==> src/rtl/fetch_decode_buffer.sv <==
// Pairs opcode words with their trailing 16-bit immediate before decode; 1-cycle registered outputs.
// stall freezes every register, flush clears them and wins over stall; no internal queueing.
module fetch_decode_buffer #(
    parameter logic [2:0]  IMM_OP   = 3'b110,
    parameter logic [15:0] NOP_WORD = 16'h0000
) (
    input  logic        clk,
    input  logic        rst,
    input  logic        stall,
    input  logic        flush,
    input  logic [15:0] in_instruction,
    input  logic [31:0] in_pc,
    input  logic [31:0] in_next_pc,
    output logic [15:0] out_instruction,
    output logic [15:0] out_immediate,
    output logic [31:0] out_pc,
    output logic [31:0] out_next_pc,
    output logic        out_valid,
    output logic        out_has_imm,
    output logic        imm_pending
);

    typedef enum logic {S_INSTR, S_IMM} state_t;

    state_t      state, stateNext;
    logic [15:0] pendingWord, pendingWordNext;
    logic [31:0] pendingPc, pendingPcNext;
    logic [15:0] instrNext, immNext;
    logic [31:0] pcNext, nextPcNext;
    logic        validNext, hasImmNext;

    always_comb begin
        stateNext       = state;
        pendingWordNext = pendingWord;
        pendingPcNext   = pendingPc;
        instrNext       = out_instruction;
        immNext         = out_immediate;
        pcNext          = out_pc;
        nextPcNext      = out_next_pc;
        validNext       = out_valid;
        hasImmNext      = out_has_imm;

        if (flush) begin
            stateNext       = S_INSTR;
            pendingWordNext = 16'h0000;
            pendingPcNext   = 32'h0;
            instrNext       = NOP_WORD;
            immNext         = 16'h0000;
            pcNext          = 32'h0;
            nextPcNext      = 32'h0;
            validNext       = 1'b0;
            hasImmNext      = 1'b0;
        end else if (!stall) begin
            case (state)
                S_INSTR: begin
                    if (in_instruction[15:13] == IMM_OP) begin
                        // Park the opcode; decode sees a bubble until its immediate arrives.
                        stateNext       = S_IMM;
                        pendingWordNext = in_instruction;
                        pendingPcNext   = in_pc;
                        instrNext       = NOP_WORD;
                        immNext         = 16'h0000;
                        validNext       = 1'b0;
                        hasImmNext      = 1'b0;
                    end else begin
                        instrNext  = in_instruction;
                        immNext    = 16'h0000;
                        pcNext     = in_pc;
                        nextPcNext = in_next_pc;
                        validNext  = 1'b1;
                        hasImmNext = 1'b0;
                    end
                end
                S_IMM: begin
                    // Word taken verbatim as data, whatever its top bits look like.
                    stateNext  = S_INSTR;
                    instrNext  = pendingWord;
                    immNext    = in_instruction;
                    pcNext     = pendingPc;
                    nextPcNext = in_next_pc;
                    validNext  = 1'b1;
                    hasImmNext = 1'b1;
                end
                default: stateNext = S_INSTR;
            endcase
        end
    end

    always_ff @(posedge clk or negedge rst) begin
        if (!rst) begin
            state           <= S_INSTR;
            pendingWord     <= 16'h0000;
            pendingPc       <= 32'h0;
            out_instruction <= NOP_WORD;
            out_immediate   <= 16'h0000;
            out_pc          <= 32'h0;
            out_next_pc     <= 32'h0;
            out_valid       <= 1'b0;
            out_has_imm     <= 1'b0;
        end else begin
            state           <= stateNext;
            pendingWord     <= pendingWordNext;
            pendingPc       <= pendingPcNext;
            out_instruction <= instrNext;
            out_immediate   <= immNext;
            out_pc          <= pcNext;
            out_next_pc     <= nextPcNext;
            out_valid       <= validNext;
            out_has_imm     <= hasImmNext;
        end
    end

    assign imm_pending = (state == S_IMM);

endmodule

==> config.mk <==
export PLATFORM = sky130hd
export DESIGN_NAME = fetch_decode_buffer
export DESIGN_NICKNAME = d
export VERILOG_FILES = /design/src/rtl/fetch_decode_buffer.sv
export SDC_FILE = /design/constraint.sdc
export NUM_CORES = 1
export LEC_CHECK = 0
export ABC_AREA = 1
export BUFFER_PORTS_ARGS = -buffer_cell sky130_fd_sc_hd__buf_2
export CAP_MARGIN = 20
export CORE_MARGIN = 5
export CORE_UTILIZATION = 40
export CTS_BUF_LIST = sky130_fd_sc_hd__clkbuf_4
export CTS_CLUSTER_DIAMETER = 50
export DETAILED_ROUTE_END_ITERATION = 12
export GPL_ROUTABILITY_DRIVEN = 0
export HOLD_SLACK_MARGIN = 0.06
export PLACE_DENSITY = 0.73
export SYNTH_ARGS = -nofsm -noshare
export SYNTH_HDL_FRONTEND = slang
export SYNTH_SLANG_ARGS = --single-unit
==> constraint.sdc <==
create_clock -name clk -period 1.5 [get_ports clk]
set_input_delay 0.3 -clock clk [delete_from_list [all_inputs] [get_ports clk]]
set_output_delay 0.3 -clock clk [all_outputs]
set_load 0.01 [all_outputs]
==> metrics.md <==
| Metric | Value |
|---|---|
| Worst path top cell family by delay | flip-flops |
| Fin cells | 1277 |
| Max Cap Viol | 0 |
| R2r endpoint | out_next_pc[15] |
| Critical path required time | 1.20 ns |
| Worst Setup SP | imm_pending |
| Placed Cells | 1154 |
| Crit path cell chain | buf_6, buf_6 |
| Synth cell types | 19 |
| Final ANT Viol Nets | 0 |
| Tightest Pin Transition | 0.5342 ns |
| Commonest cells in the netlist | 375 x nand2_1, 147 x dfrtp_1, 142 x nand3_1 |
| Setup CP Type | flip-flop to output pin |
| Die height | 136.6 um |
| Startpoint types | flip-flop |
| FF-to-FF setup slack | 0.01 ns |
| Antenna violations before repair | 0 |
| RSZ-0062 raised after global routing | yes |
| Worst-skew pair later-pin latency | 0.55 ns |
| Final Hold Fails | 0 |
| Synth area leaders | dfrtp_1 57%, nand2_1 22%, nand3_1 11% |
| Drt drc | 0 |
| Area grow syn2layout | 40.32% |
| Synth Flop Type | dfrtp_1 |
| Sink Count | 147 |
| Failing checks | negative setup slack |
| Internal cell power | 5.489 mW |
| Crit path capture type | output pin |
| Buffers on Ports | 182 |
| Root buf cell | clkbuf_4 |
| Dominant cell type by area after synthesis | dfrtp_1 |
| Count leader, synth | nand2_1 |
| Nets | 1134 |
| Die Footprint | 18650 sq um |
| Final Cycle Share | 102.8% |
| Critical Path Fanout Max | 4 |
| R2r startpoint | imm_pending |
| Vias in the first global route | 6152 |
| DRT iter0 DRCs | 501 |
| Grt ovf | 0 |
| Register area share after synthesis | 57.40% |
| Inserted Clock Buffers | 17 |
| Slew Limit Fails | 0 |
| Worst Hold Slack | 0.1709 ns |
| Filler instances | 1398 |
| Total GRT Usage | 20.85% |
| Clock power frac | 29.3% |
| Routed wire per std cell | 15.46 um |
| Slew margin rel. | 64.38% |
| Worst hold path class | primary input to flip-flop |
| Net Sw Frac | 28.63% |
| CP Depth | 2 |
| CP max-delay cell | dfrtp_2 |
| Ys async rst share | 100.0% |
| Layout cells sized above 1 | 25.82% |
| First-pass GRT wire length | 30.71 mm |
| Num rows | 46 |
| PwrDens | 855.2 nW/um^2 |
| Maximum clock insertion buffer count | 2 |
| Crit path to | imm_pending |
| Via count | 6230 |
| Flop pwr share | 54.8% |
| Final Critical Period | 1.542 ns |
| Die width | 136.6 um |
| WL final | 19.75 mm |
| Largest net degree at the start of global routing | 51 |
| Number of synthesized flops with an enable pin | 0 |
| Htree depth | 4 |
| Yosys warns | 0 |
| Combinational Power Share | 15.9% |
| Synth Net Count | 863 |
| Leak Pwr | 5.153 nW |
| Clk slew on worst S/H paths | 0.12 ns |
| Final WS setup | -0.04191 ns |
| I/O pin count | 183 |
| Cell mode on critical path | buf_6 |
| Detail Placement HPWL | 11.26 mm |
| Antenna cells | 0 |
| Initial Utilization | 40.49% |
| CORE AREA | 15830 sq um |
| Share of the synthesized area in the top cell type | 57.40% |
| Max stage delay on crit path | 0.45 ns |
| CTS tree | yes |
| Status | complete, but fails checks |
| Psw | 2.202 mW |
| CP Data Arrival Time | 1.24 ns |
| Worst reg-to-reg path cell count | 8 |
| Synthesis-stage register bit count | 147 |
| Mean post-synth cell area | 8.227 sq um |
| Final-report setup violation count | 1 |
| VDD IR-drop max | 0.4340 mV |
| Peak Freq | 648.5 MHz |
| Post-synthesis cell area | 6409 sq um |
| First-pass DRT Iterations | 5 |
| Worst path buffer plus inverter count | 2 |
| Syn Inst Count | 779 |
| Vias per cell | 4.879 |
| Fin Clk Skew | 0.01744 ns |
[final cells by class]
type	count	area (sq um)	share of cell area (%)
Clock inverter	11	91.34	1.016
Timing Repair Buffer	299	2251	25.03
Tap cell	216	270.3	3.005
Sequential cell	147	3680	40.92
Multi-Input combinational cell	562	2460	27.35
Inverter	23	97.59	1.085
Clock buffer	19	142.6	1.586
[how the worst min path moves through the flow]
| stage | start | end | cells past startpoint |
|---|---|---|---|
| 6_report | flush | imm_pending | 5 |
| 3_5_place_dp | rst | out_pc[9] | 1 |
| 3_3_place_gp | rst | out_pc[9] | 1 |
| 4_1_cts | flush | imm_pending | 5 |
| 2_1_floorplan | rst | imm_pending | 0 |
| 5_1_grt | rst | out_pc[20] | 2 |
[kinds of logic (layout without fill, tap and decap cells)]
group                  Yosys count  in the layout  synth area share (%)
AO/OA/AOI/OAI                   18             18                 1.933
AND/OR/NAND/NOR                542            544                 35.45
buffers and inverters           72            352                 5.213
flip-flops                     147            147                 57.40
[worst register-to-register path, stage by stage (launching register included)]
cell and delay (ns):
dfrtp_2 0.45, buf_4 0.15, inv_4 0.06, nand2_2 0.06
nor2_4 0.27, nor2_4 0.10, clkbuf_16 0.19, nand2_1 0.06
nand2_1 0.05
[layout by cell type, fill, tap and decap left out, types with 2 or more instances in the layout]
cell           Yosys  routed
nand2_1          375     372
buf_2             31     180
dfrtp_1          147     146
nand3_1          142     141
dlygate4sd3_1      0      81
inv_1             20      19
clkbuf_4           0      19
nor2_1            16      16
buf_4              4      16
buf_12             0      13
o21ai_2            9       9
o21ai_0            8       8
nor2_4             2       6
buf_6              1       5
clkinv_2           0       3
nand2_2            2       3
clkinvlp_4         0       3
clkinv_1           0       3
clkbuf_16          0       3
inv_4              1       2
nor2_8             2       2
clkinv_4           0       2
[power by group through the flow]
stage               registers, mW  logic (mW)  clock network [mW]
CTS                          4.21        1.17                2.32
detailed placement           4.28       0.953                   0
floorplan                    4.34       0.375                   0
global placement             4.28       0.948                   0
finish                       4.21        1.22                2.26
global route                 4.23        1.34                2.47
[repair_timing]
| action | 4_1_cts | 5_1_grt |
|---|---|---|
| endpoints found under the hold margin | 271 | 0 |
| resized for setup | 9 | 14 |
| hold buffers | 81 | 0 |
| setup endpoints to repair | 82 | 62 |
| pin swaps | 2 | 5 |
| cloned | 3 | 3 |
| setup buffers | 2 | 4 |
[layer usage]
metal,part of all wire [%],global-route usage [%],vias up
met1,42,27.06,2945
met5,0,0,-
met4,2.2,7.559,0
met2,48,34.39,244
met3,7.6,4.596,37
li1,-,-,3004
[metrics by stage]
step | total power [mW] | setup TNS (ns) | utilization, % | instance area [sq um] | setup WS [ns]
after floorplan | 4.718 | 0 | - | 6409 | 0.1225
after global placement | 5.229 | -6.558 | 48.43 | 7666 | -0.1158
after detailed placement | 5.235 | -8.121 | 48.43 | 7666 | -0.1836
after CTS | 7.690 | -0.09809 | 55.64 | 8807 | -0.09809
after global routing | 8.049 | -0.9432 | 56.81 | 8992 | -0.1184
final | 7.691 | -0.04191 | 56.81 | 8992 | -0.04191
[registers in the layout (all words and copies together), names as in the netlist]
signal	cells
imm_pending	1
out_has_imm	1
out_immediate	16
out_instruction	16
out_next_pc	32
out_pc	32
out_valid	1
pendingPc	32
pendingWord	16
(Power assumes the default switching activity.)
